$ cat src/rtl/p4_adder_pkg.sv
// p4_adder_pkg: shared widths, data type and request/response structs for the P4 adder pipeline
package p4_adder_pkg;
  localparam int NBIT_DEF = 32;
  localparam int NSTAGES_DEF = 4;
  typedef logic [NBIT_DEF-1:0] data_t;
  typedef struct packed {
    data_t a;
    data_t b;
    logic  cin;
    logic  sub;
  } req_t;
  typedef struct packed {
    data_t s;
    logic  cout;
    logic  ovf;
  } rsp_t;
endpackage

$ cat src/rtl/p4_adder_slice.sv
// p4_adder_slice: one W-bit slice adder with its stage register (valid, partial sum, carry, operands)
module p4_adder_slice
  import p4_adder_pkg::*;
#(
  parameter int NBIT = NBIT_DEF,
  parameter int W    = NBIT_DEF / NSTAGES_DEF,
  parameter int K    = 0
) (
  input  logic            clk,
  input  logic            rst_n,
  input  logic            ld_i,
  input  logic            v_i,
  input  logic            c_i,
  input  logic [NBIT-1:0] sum_i,
  input  logic [NBIT-1:0] a_i,
  input  logic [NBIT-1:0] b_i,
  output logic            v_o,
  output logic            c_o,
  output logic [NBIT-1:0] sum_o,
  output logic [NBIT-1:0] a_o,
  output logic [NBIT-1:0] b_o
);
  logic [W:0] r;
  logic [NBIT-1:0] sum_d, sum_q, a_q, b_q;
  logic v_q, c_q;
  always_comb begin
    r = {1'b0, a_i[K*W +: W]} + {1'b0, b_i[K*W +: W]} + {{W{1'b0}}, c_i};
    sum_d = sum_i;
    sum_d[K*W +: W] = r[W-1:0];
  end
  // invalid loads carry zeros so empty stages never expose stale data
  always_ff @(posedge clk or negedge rst_n)
    if (!rst_n) begin
      v_q   <= 1'b0;
      c_q   <= 1'b0;
      sum_q <= '0;
      a_q   <= '0;
      b_q   <= '0;
    end else if (ld_i) begin
      v_q   <= v_i;
      c_q   <= v_i & r[W];
      sum_q <= v_i ? sum_d : '0;
      a_q   <= v_i ? a_i : '0;
      b_q   <= v_i ? b_i : '0;
    end
  assign v_o   = v_q;
  assign c_o   = c_q;
  assign sum_o = sum_q;
  assign a_o   = a_q;
  assign b_o   = b_q;
endmodule

$ cat src/rtl/p4_adder_pipe.sv
// p4_adder_pipe: NSTAGES-deep pipelined add/sub with valid/ready handshakes and bubble collapsing
// Optional signed-overflow output ovf enabled by defining P4_ADDER_PIPE_OVF_EN.
module p4_adder_pipe
  import p4_adder_pkg::*;
#(
  parameter int NBIT    = NBIT_DEF,
  parameter int NSTAGES = NSTAGES_DEF
) (
  input  logic            clk,
  input  logic            rst_n,
  input  logic            in_valid,
  output logic            in_ready,
  input  logic [NBIT-1:0] a,
  input  logic [NBIT-1:0] b,
  input  logic            cin,
  input  logic            sub,
  output logic            out_valid,
  input  logic            out_ready,
  output logic [NBIT-1:0] s,
  output logic            cout
`ifdef P4_ADDER_PIPE_OVF_EN
  ,
  output logic            ovf
`endif
);
  localparam int W = NBIT / NSTAGES;
  if (NSTAGES < 1 || NSTAGES > NBIT || NBIT % NSTAGES != 0) begin : g_cfg_err
    $fatal(1, "p4_adder_pipe: NSTAGES must divide NBIT and lie in 1..NBIT");
  end
  logic [NSTAGES-1:0] adv;
  logic [NSTAGES:0] v_w, c_w;
  logic [NBIT-1:0] sum_w [NSTAGES+1];
  logic [NBIT-1:0] a_w [NSTAGES+1];
  logic [NBIT-1:0] b_w [NSTAGES+1];
  logic unused_ops;
  assign v_w[0]   = in_valid & in_ready;
  assign c_w[0]   = sub | cin;
  assign sum_w[0] = '0;
  assign a_w[0]   = a;
  assign b_w[0]   = sub ? ~b : b;
  for (genvar k = 0; k < NSTAGES; k++) begin : g_st
    // a stage may load when any stage at or below it is empty, or the output drains
    assign adv[k] = out_ready | ~&v_w[NSTAGES:k+1];
    p4_adder_slice #(.NBIT(NBIT), .W(W), .K(k)) u_slice (
      .clk  (clk),
      .rst_n(rst_n),
      .ld_i (adv[k]),
      .v_i  (v_w[k]),
      .c_i  (c_w[k]),
      .sum_i(sum_w[k]),
      .a_i  (a_w[k]),
      .b_i  (b_w[k]),
      .v_o  (v_w[k+1]),
      .c_o  (c_w[k+1]),
      .sum_o(sum_w[k+1]),
      .a_o  (a_w[k+1]),
      .b_o  (b_w[k+1])
    );
  end
  assign in_ready   = adv[0];
  assign out_valid  = v_w[NSTAGES];
  assign s          = sum_w[NSTAGES];
  assign cout       = c_w[NSTAGES];
  assign unused_ops = ^{a_w[NSTAGES], b_w[NSTAGES]};
`ifdef P4_ADDER_PIPE_OVF_EN
  // carry into the MSB recovered from the held operands and sum bit
  assign ovf = a_w[NSTAGES][NBIT-1] ^ b_w[NSTAGES][NBIT-1] ^ s[NBIT-1] ^ cout;
`endif
endmodule

$ cat config.mk
export PLATFORM = sky130hd
export DESIGN_NAME = p4_adder_pipe
export DESIGN_NICKNAME = d
export VERILOG_FILES = /design/src/rtl/p4_adder_pkg.sv /design/src/rtl/p4_adder_slice.sv /design/src/rtl/p4_adder_pipe.sv
export SDC_FILE = /design/constraint.sdc
export NUM_CORES = 1
export LEC_CHECK = 0
export ABC_CLOCK_PERIOD_IN_PS = 2650
export BUFFER_PORTS_ARGS = -buffer_cell sky130_fd_sc_hd__buf_4
export CAP_MARGIN = 10
export CORE_MARGIN = 4
export CORE_UTILIZATION = 58
export DETAILED_ROUTE_END_ITERATION = 10
export GPL_ROUTABILITY_DRIVEN = 0
export PLACE_DENSITY = 0.8
export SYNTH_ARGS = -nofsm -noshare
export SYNTH_HDL_FRONTEND = slang
export SYNTH_SLANG_ARGS = --single-unit
$ cat constraint.sdc
create_clock -name clk -period 2.65 [get_ports clk]
set_clock_uncertainty 0.1 [all_clocks]
set_input_delay 0.265 -clock clk [delete_from_list [all_inputs] [get_ports clk]]
set_output_delay 0.265 -clock clk [all_outputs]
set_load 0.1 [all_outputs]
### Yosys cells after proc, flatten, opt, wreduce, memory -nomap -nowiden

Index checks and enable logic that the tools add are counted.

| cells by class | value |
|---|---|
| $add $sub $neg | 8 |
| muxes and demuxes | 11 |
| bitwise logic cells | 11 |
| reduce and logical (&&, ||, !) cells | 7 |

Operators with widths:

| cell | count |
|---|---|
| 32-bit 2-to-1 mux | 8 |
| 8-bit by 8-bit adder with 9-bit output | 4 |
| 9-bit by 1-bit adder with 9-bit output | 4 |
| 32-bit NOT | 1 |
| 24-bit 2-to-1 mux | 1 |
| 16-bit 2-to-1 mux | 1 |
| 8-bit 2-to-1 mux | 1 |
| 1-bit AND | 5 |
| 1-bit OR | 5 |
| 1-bit logical NOT | 4 |
| 4-bit AND reduction | 1 |
| 3-bit AND reduction | 1 |
| 2-bit AND reduction | 1 |

| word-level totals | value |
|---|---|
| register bits after elaboration | 280 |
| input port bits | 70 |
| output and inout port bits | 35 |

### Longest topological paths before layout

| logic depth | value |
|---|---|
| word-level depth | 5 |
| mapped depth | 10 |
| depth with buffers taken out | 8 |

### Cells and area by module

A second synthesis with hierarchy kept.

| second synthesis, totals | value |
|---|---|
| cell total of the unflattened synthesis | 1,881 |
| area, all modules | 17,659.4 um2 |

Modules (own cells, without submodules):

| module | instances | cells an instance | area each (um2) | seq. area each (um2) |
|---|---|---|---|---|
| p4_adder_slice at g_st[3].u_slice | 1 | 459 | 4,319.1 | 2,452.4 |
| p4_adder_slice at g_st[0].u_slice | 1 | 459 | 4,316.6 | 2,452.4 |
| p4_adder_slice at g_st[2].u_slice | 1 | 459 | 4,314.1 | 2,452.4 |
| p4_adder_slice at g_st[1].u_slice | 1 | 459 | 4,310.4 | 2,452.4 |
| p4_adder_pipe | 1 | 45 | 399.1 | 0.0 |

### Worst setup path before layout

OpenSTA, ideal clock, no wires.

| timing path | value |
|---|---|
| kind | input to register |
| from | input port sub |
| to | register g_st[0].u_slice.c_q |
| library setup time | 131 ps |
| arrival time | 2,462 ps |
| data required time | 2,419 ps |
| slack | -43 ps |
| stages | 10 |
| buffers on the path | 2 |
| path through | buf_2 -> buf_2 -> or2_2 -> fa_1 -> fa_1 -> a21o_1 -> a21oi_1 -> o21ai_0 -> a21oi_1 -> o211ai_1 |

| on the way | value |
|---|---|
| longest elaborated chain between the ends | 4 |
| elaborated cells between the ends (all ways) | 5 |
| classes of those cells | 2 x add/sub; 1 x mux; 2 x bitwise |

Ends and longest elaborated chain:

| element | line | text |
|---|---|---|
| start, declared | p4_adder_pipe.sv:16 | `input logic sub,` |
| 32-bit 2-to-1 mux | p4_adder_pipe.sv:40 | `assign b_w[0] = sub ? ~b : b;` |
| 8-bit by 8-bit adder with 9-bit output | p4_adder_slice.sv:27 | `r = {1'b0, a_i[K*W +: W]} + {1'b0, b_i[K*W +: W]} + {{W{1'b0}}, c_i};` |
| 9-bit by 1-bit adder with 9-bit output (*) | p4_adder_slice.sv:27 |  |
| 1-bit AND (*) | p4_adder_slice.sv:41 | `c_q <= v_i & r[W];` |
| end signal, assigned | p4_adder_slice.sv:41 |  |
| end, declared | p4_adder_slice.sv:25 | `logic v_q, c_q;` |

Mark *: on every way between the ends. The rest lies on a longest branch, timed or not.
A chain may end at the register's enable or synchronous reset.

### Worst setup path after layout

| timing path | value |
|---|---|
| from | register g_st[3].u_slice.v_q |
| to | output port in_ready |

| on the way | value |
|---|---|
| longest elaborated chain between the ends | 3 |

Ends and longest elaborated chain:

| element | line | text |
|---|---|---|
| start, declared | p4_adder_slice.sv:25 |  |
| start signal, assigned | p4_adder_slice.sv:40 | `v_q <= v_i;` |
| 4-bit AND reduction | p4_adder_pipe.sv:43 | `assign adv[k] = out_ready \| ~&v_w[NSTAGES:k+1];` |
| 1-bit logical NOT | p4_adder_pipe.sv:43 |  |
| 1-bit OR | p4_adder_pipe.sv:43 |  |
| end, declared | p4_adder_pipe.sv:12 | `output logic in_ready,` |

Every way passes these cells.

==> results.txt <==
The power density relative to cell area is 770 mW/mm2. In this run the most critical hold path is launched from b[26]. The number of global-route vias before repair is 6568. The total negative slack came out at 0 ns.

The final antenna diode count came out at 0. Static timing analysis puts the maximum clock frequency at approximately 410 MHz. The first-pass GRT wire length came out at about 32000 um.

For hold timing, the worst endpoint is g_st[0].u_slice.b_o[26]$_DFFE_PN0N_. The CTS tree is yes. IR analysis of the VDD net gives a maximum drop of about 0.52 mV. In this run the critical register-to-register path is launched from g_st[2].u_slice.a_o[24]$_DFFE_PN0P_. The instance area after placement is between 0.009 and 0.01 mm2. The worst pin sits at a relative slew slack of 47.1%. The final critical path time including I/O delays and setup is 2.45 ns. The maximum buffer depth of the clock tree came out at 2. The number of placed instances, taps included came out at 1173. The final-report max-slew violation count is 0. The required arrival time at the worst endpoint is 2.29 ns.

In this run the tool buffered the top-level ports with 104 buffer cells. The static leakage came out at a little over 5 nW. The die covers roughly 0.017 mm2. The worst register-to-register path ends at g_st[3].u_slice.sum_o[30]$_DFFE_PN0P_.

The slew at the pin closest to its max-slew limit is between 0.7 and 0.8 ns. The combined area of all synthesized cells is about 0.0086 mm2. The run finished with clean final reports.

The worst setup path category is reg2out. Relative to the synthesized area, the layout overhead comes to 19.8%. Yosys attributes the largest share of cell area to sky130_fd_sc_hd__dfrtp_1 (53%), sky130_fd_sc_hd__nand2_1 (13%), sky130_fd_sc_hd__nand3_1 (5.3%), sky130_fd_sc_hd__ha_1 (4.1%), sky130_fd_sc_hd__o31ai_1 (3.4%). The worst setup path is launched from a flip-flop.

The number of DRC markers after the initial detailed-route iteration is slightly below 600. The core region is 0.0145 mm2. The worst hold slack after final layout came out at between 0.01 and 0.015 ns.

The TritonCTS buffer count is 17. The most frequent cell after synthesis is sky130_fd_sc_hd__nand2_1. The overall via count from detail_route is 6758.

For this run, the share of the core covered by cells in the final layout is a little under three quarters. The count of nets after finishing came out at 1139. The pre-CTS worst setup slack came out at between 0.02 and 0.03 ns.

The count of synthesis-stage warnings from yosys is 0. The detailed-route wire length is 18900 um. The final antenna-violating net count came out at 0. The initial utilization of the core area, before any placement, comes to 59.3%.

Setup repair after global routing left no endpoint under its margin. The path depth of the worst reg2reg path came out at 8. Counting every net in the synthesized netlist gives 1031.

The smallest setup slack after layout is roughly 0.20 ns. The slack of the worst reg-to-reg path is 0.39 ns. Summed over its instances, the top area cell type makes up 53.4% of the synthesized netlist area. The number of antenna violations at the first check in global routing came to 0. In the synthesized netlist the async set-or-reset flop fraction comes to 100%. The sequential area share after synthesis came out at 53.4%. The number of enable-type register cells in the synthesized netlist came out at 0.

The number of primary I/O pins is 105. The post-detailed-route DRC marker count came out at 0. The die span in x came out at 130 um. After detailed routing, the average wire length per cell comes to 15.4 um. The path class of the tightest hold or removal check is in2reg.

Once layout is done, the placed cells without fillers occupy just over 0.01 mm2. The synthesized design spends more area on one cell type than any other, namely sky130_fd_sc_hd__dfrtp_1. The placed wire-length estimate came out at 12800 um. The later pin in the worst-skew pair is clocked with a latency of 0.43 ns. The maximum number of pins on one net before global-route repair is 92. The global-route usage over all layers is 23.6%. The die height is approximately 130 um. Counting distinct cell types in the post-synthesis netlist gives 39. Synthesis handed over a netlist of approximately 930 instances.

The total global routing overflow is 0. Setup violations remaining at the end of the flow were counted as 0. The floorplan row count is 44. By count the netlist is led by sky130_fd_sc_hd__nand2_1 (307), sky130_fd_sc_hd__dfrtp_1 (184), sky130_fd_sc_hd__nand3_1 (92). Clock-pin slew was measured on the worst setup and hold paths at 0.06 ns. Across the run, the number of max-cap violations was 0. The fraction of final layout cells with drive strength greater than 1 came out at 15.1%. The power after layout is 7.95 mW. The count of clock tree sinks came out at 184. In the synthesized netlist the dominant register cell turns out to be sky130_fd_sc_hd__dfrtp_1. The tree is rooted in a sky130_fd_sc_hd__clkbuf_16.

The hold violation total from the final report came out at 0. The instance count along the most critical hold path came out at 3. CTS built an H-tree with a depth of 4. In this run the worst path has a maximum fanout of 34. The post-route clock period utilization came out at 92.5%. The number of iterations in the first detailed-routing pass came out at 5.

Leaving out filler cells and counting taps, the final layout contains 1230. The synthesis-stage register bit count is 184. After synthesis, the mean cell area works out to 9.32 um2.

Data on the critical path arrives at its endpoint at 2.09 ns. The sort of element at the end of the critical path is a primary output. The post-CTS setup-driven buffer insertion count came out at 0. The ratio of routed vias to standard cells came out at 5.49.
## what timing repair did
item	4_1_cts	5_1_grt
hold buffers	25	0
resized for setup	0	0
endpoints found under the hold margin	80	0
## cells by family after synthesis
family / count (synthesis) / synth area share, %
XOR/XNOR: 50 / 5.08
adder cells (fa/ha/maj): 36 / 5.92
buffers and inverters: 72 / 3.77
AO/OA/AOI/OAI: 157 / 11.2
AND/OR/NAND/NOR: 426 / 20.6
flip-flops: 184 / 53.4
## layout make-up
type	count	area, um2
clock buffers	20	437
inverters	15	56.3
clock inverters	12	105
fillers	1093	4210
repair buffers	146	1190
well taps	184	230
flip-flops and latches	184	4600
multi-input cells	669	3710
## cells in the final DEF (no fill, tap or decap), types with 2 or more instances in the layout
cell type	n
sky130_fd_sc_hd__fa_1	8
sky130_fd_sc_hd__nor2_1	7
sky130_fd_sc_hd__o21bai_1	3
sky130_fd_sc_hd__clkinvlp_4	2
sky130_fd_sc_hd__clkinv_4	4
sky130_fd_sc_hd__o41ai_1	3
sky130_fd_sc_hd__buf_4	118
sky130_fd_sc_hd__xnor2_1	28
sky130_fd_sc_hd__inv_2	3
sky130_fd_sc_hd__a211oi_1	8
sky130_fd_sc_hd__dfrtp_1	184
sky130_fd_sc_hd__nand3_1	92
sky130_fd_sc_hd__nand2b_1	6
sky130_fd_sc_hd__o21ai_0	21
sky130_fd_sc_hd__o211ai_1	10
sky130_fd_sc_hd__inv_1	11
sky130_fd_sc_hd__o31ai_1	39
sky130_fd_sc_hd__clkbuf_16	17
sky130_fd_sc_hd__clkbuf_1	3
sky130_fd_sc_hd__a21o_1	6
sky130_fd_sc_hd__buf_12	2
sky130_fd_sc_hd__clkinv_2	5
sky130_fd_sc_hd__ha_1	28
sky130_fd_sc_hd__nand2_1	307
sky130_fd_sc_hd__dlygate4sd3_1	25
sky130_fd_sc_hd__xor2_1	22
sky130_fd_sc_hd__a21oi_1	20
sky130_fd_sc_hd__o21ai_1	45
sky130_fd_sc_hd__nor3_4	2
## report_power, final
| group | internal (mW) | switching, mW |
|---|---|---|
| combinational | 0.629 | 1.54 |
| sequential | 3.21 | 0.245 |
| clock | 1.29 | 1.04 |
## worst max-delay path: stages, from the launching register on
cell,delay [ns]
sky130_fd_sc_hd__dfrtp_1,0.38
sky130_fd_sc_hd__nor2b_2,0.18
sky130_fd_sc_hd__nand2_1,0.15
sky130_fd_sc_hd__nor3_4,0.06
sky130_fd_sc_hd__inv_2,0.47
sky130_fd_sc_hd__buf_4,0.41
## per-layer routing
metal,track usage (%),up-vias,share of wire [%]
met1,34.7,3190,47
met4,8.01,0,1.6
met2,35.2,212,46
met5,0,-,0
li1,-,3327,-
met3,5.36,29,6.2
## sequential cells by signal, summed over array words and instances, names as in the netlist
signal	flops
g_st.u_slice.c_o	4
g_st.u_slice.a_o	48
g_st.u_slice.sum_o	80
g_st.u_slice.v_o	4
g_st.u_slice.b_o	48
## how the worst max path moves through the flow
stage                                                from                                   end  slack [ns]  cells after the start
after CTS                 g_st[3].u_slice.v_o$_DFFE_PN0P_                              in_ready        0.22                      5
after global routing      g_st[3].u_slice.v_o$_DFFE_PN0P_                              in_ready        0.12                      5
after floorplan                                       sub       g_st[0].u_slice.c_o$_DFFE_PN0N_        0.01                     10
after global placement                                sub       g_st[0].u_slice.c_o$_DFFE_PN0N_        0.10                      9
after detailed placement                              sub  g_st[0].u_slice.sum_o[6]$_DFFE_PN0N_        0.03                      9
final                     g_st[3].u_slice.v_o$_DFFE_PN0P_                              in_ready        0.20                      5
Power figures use the tool's default switching activity.
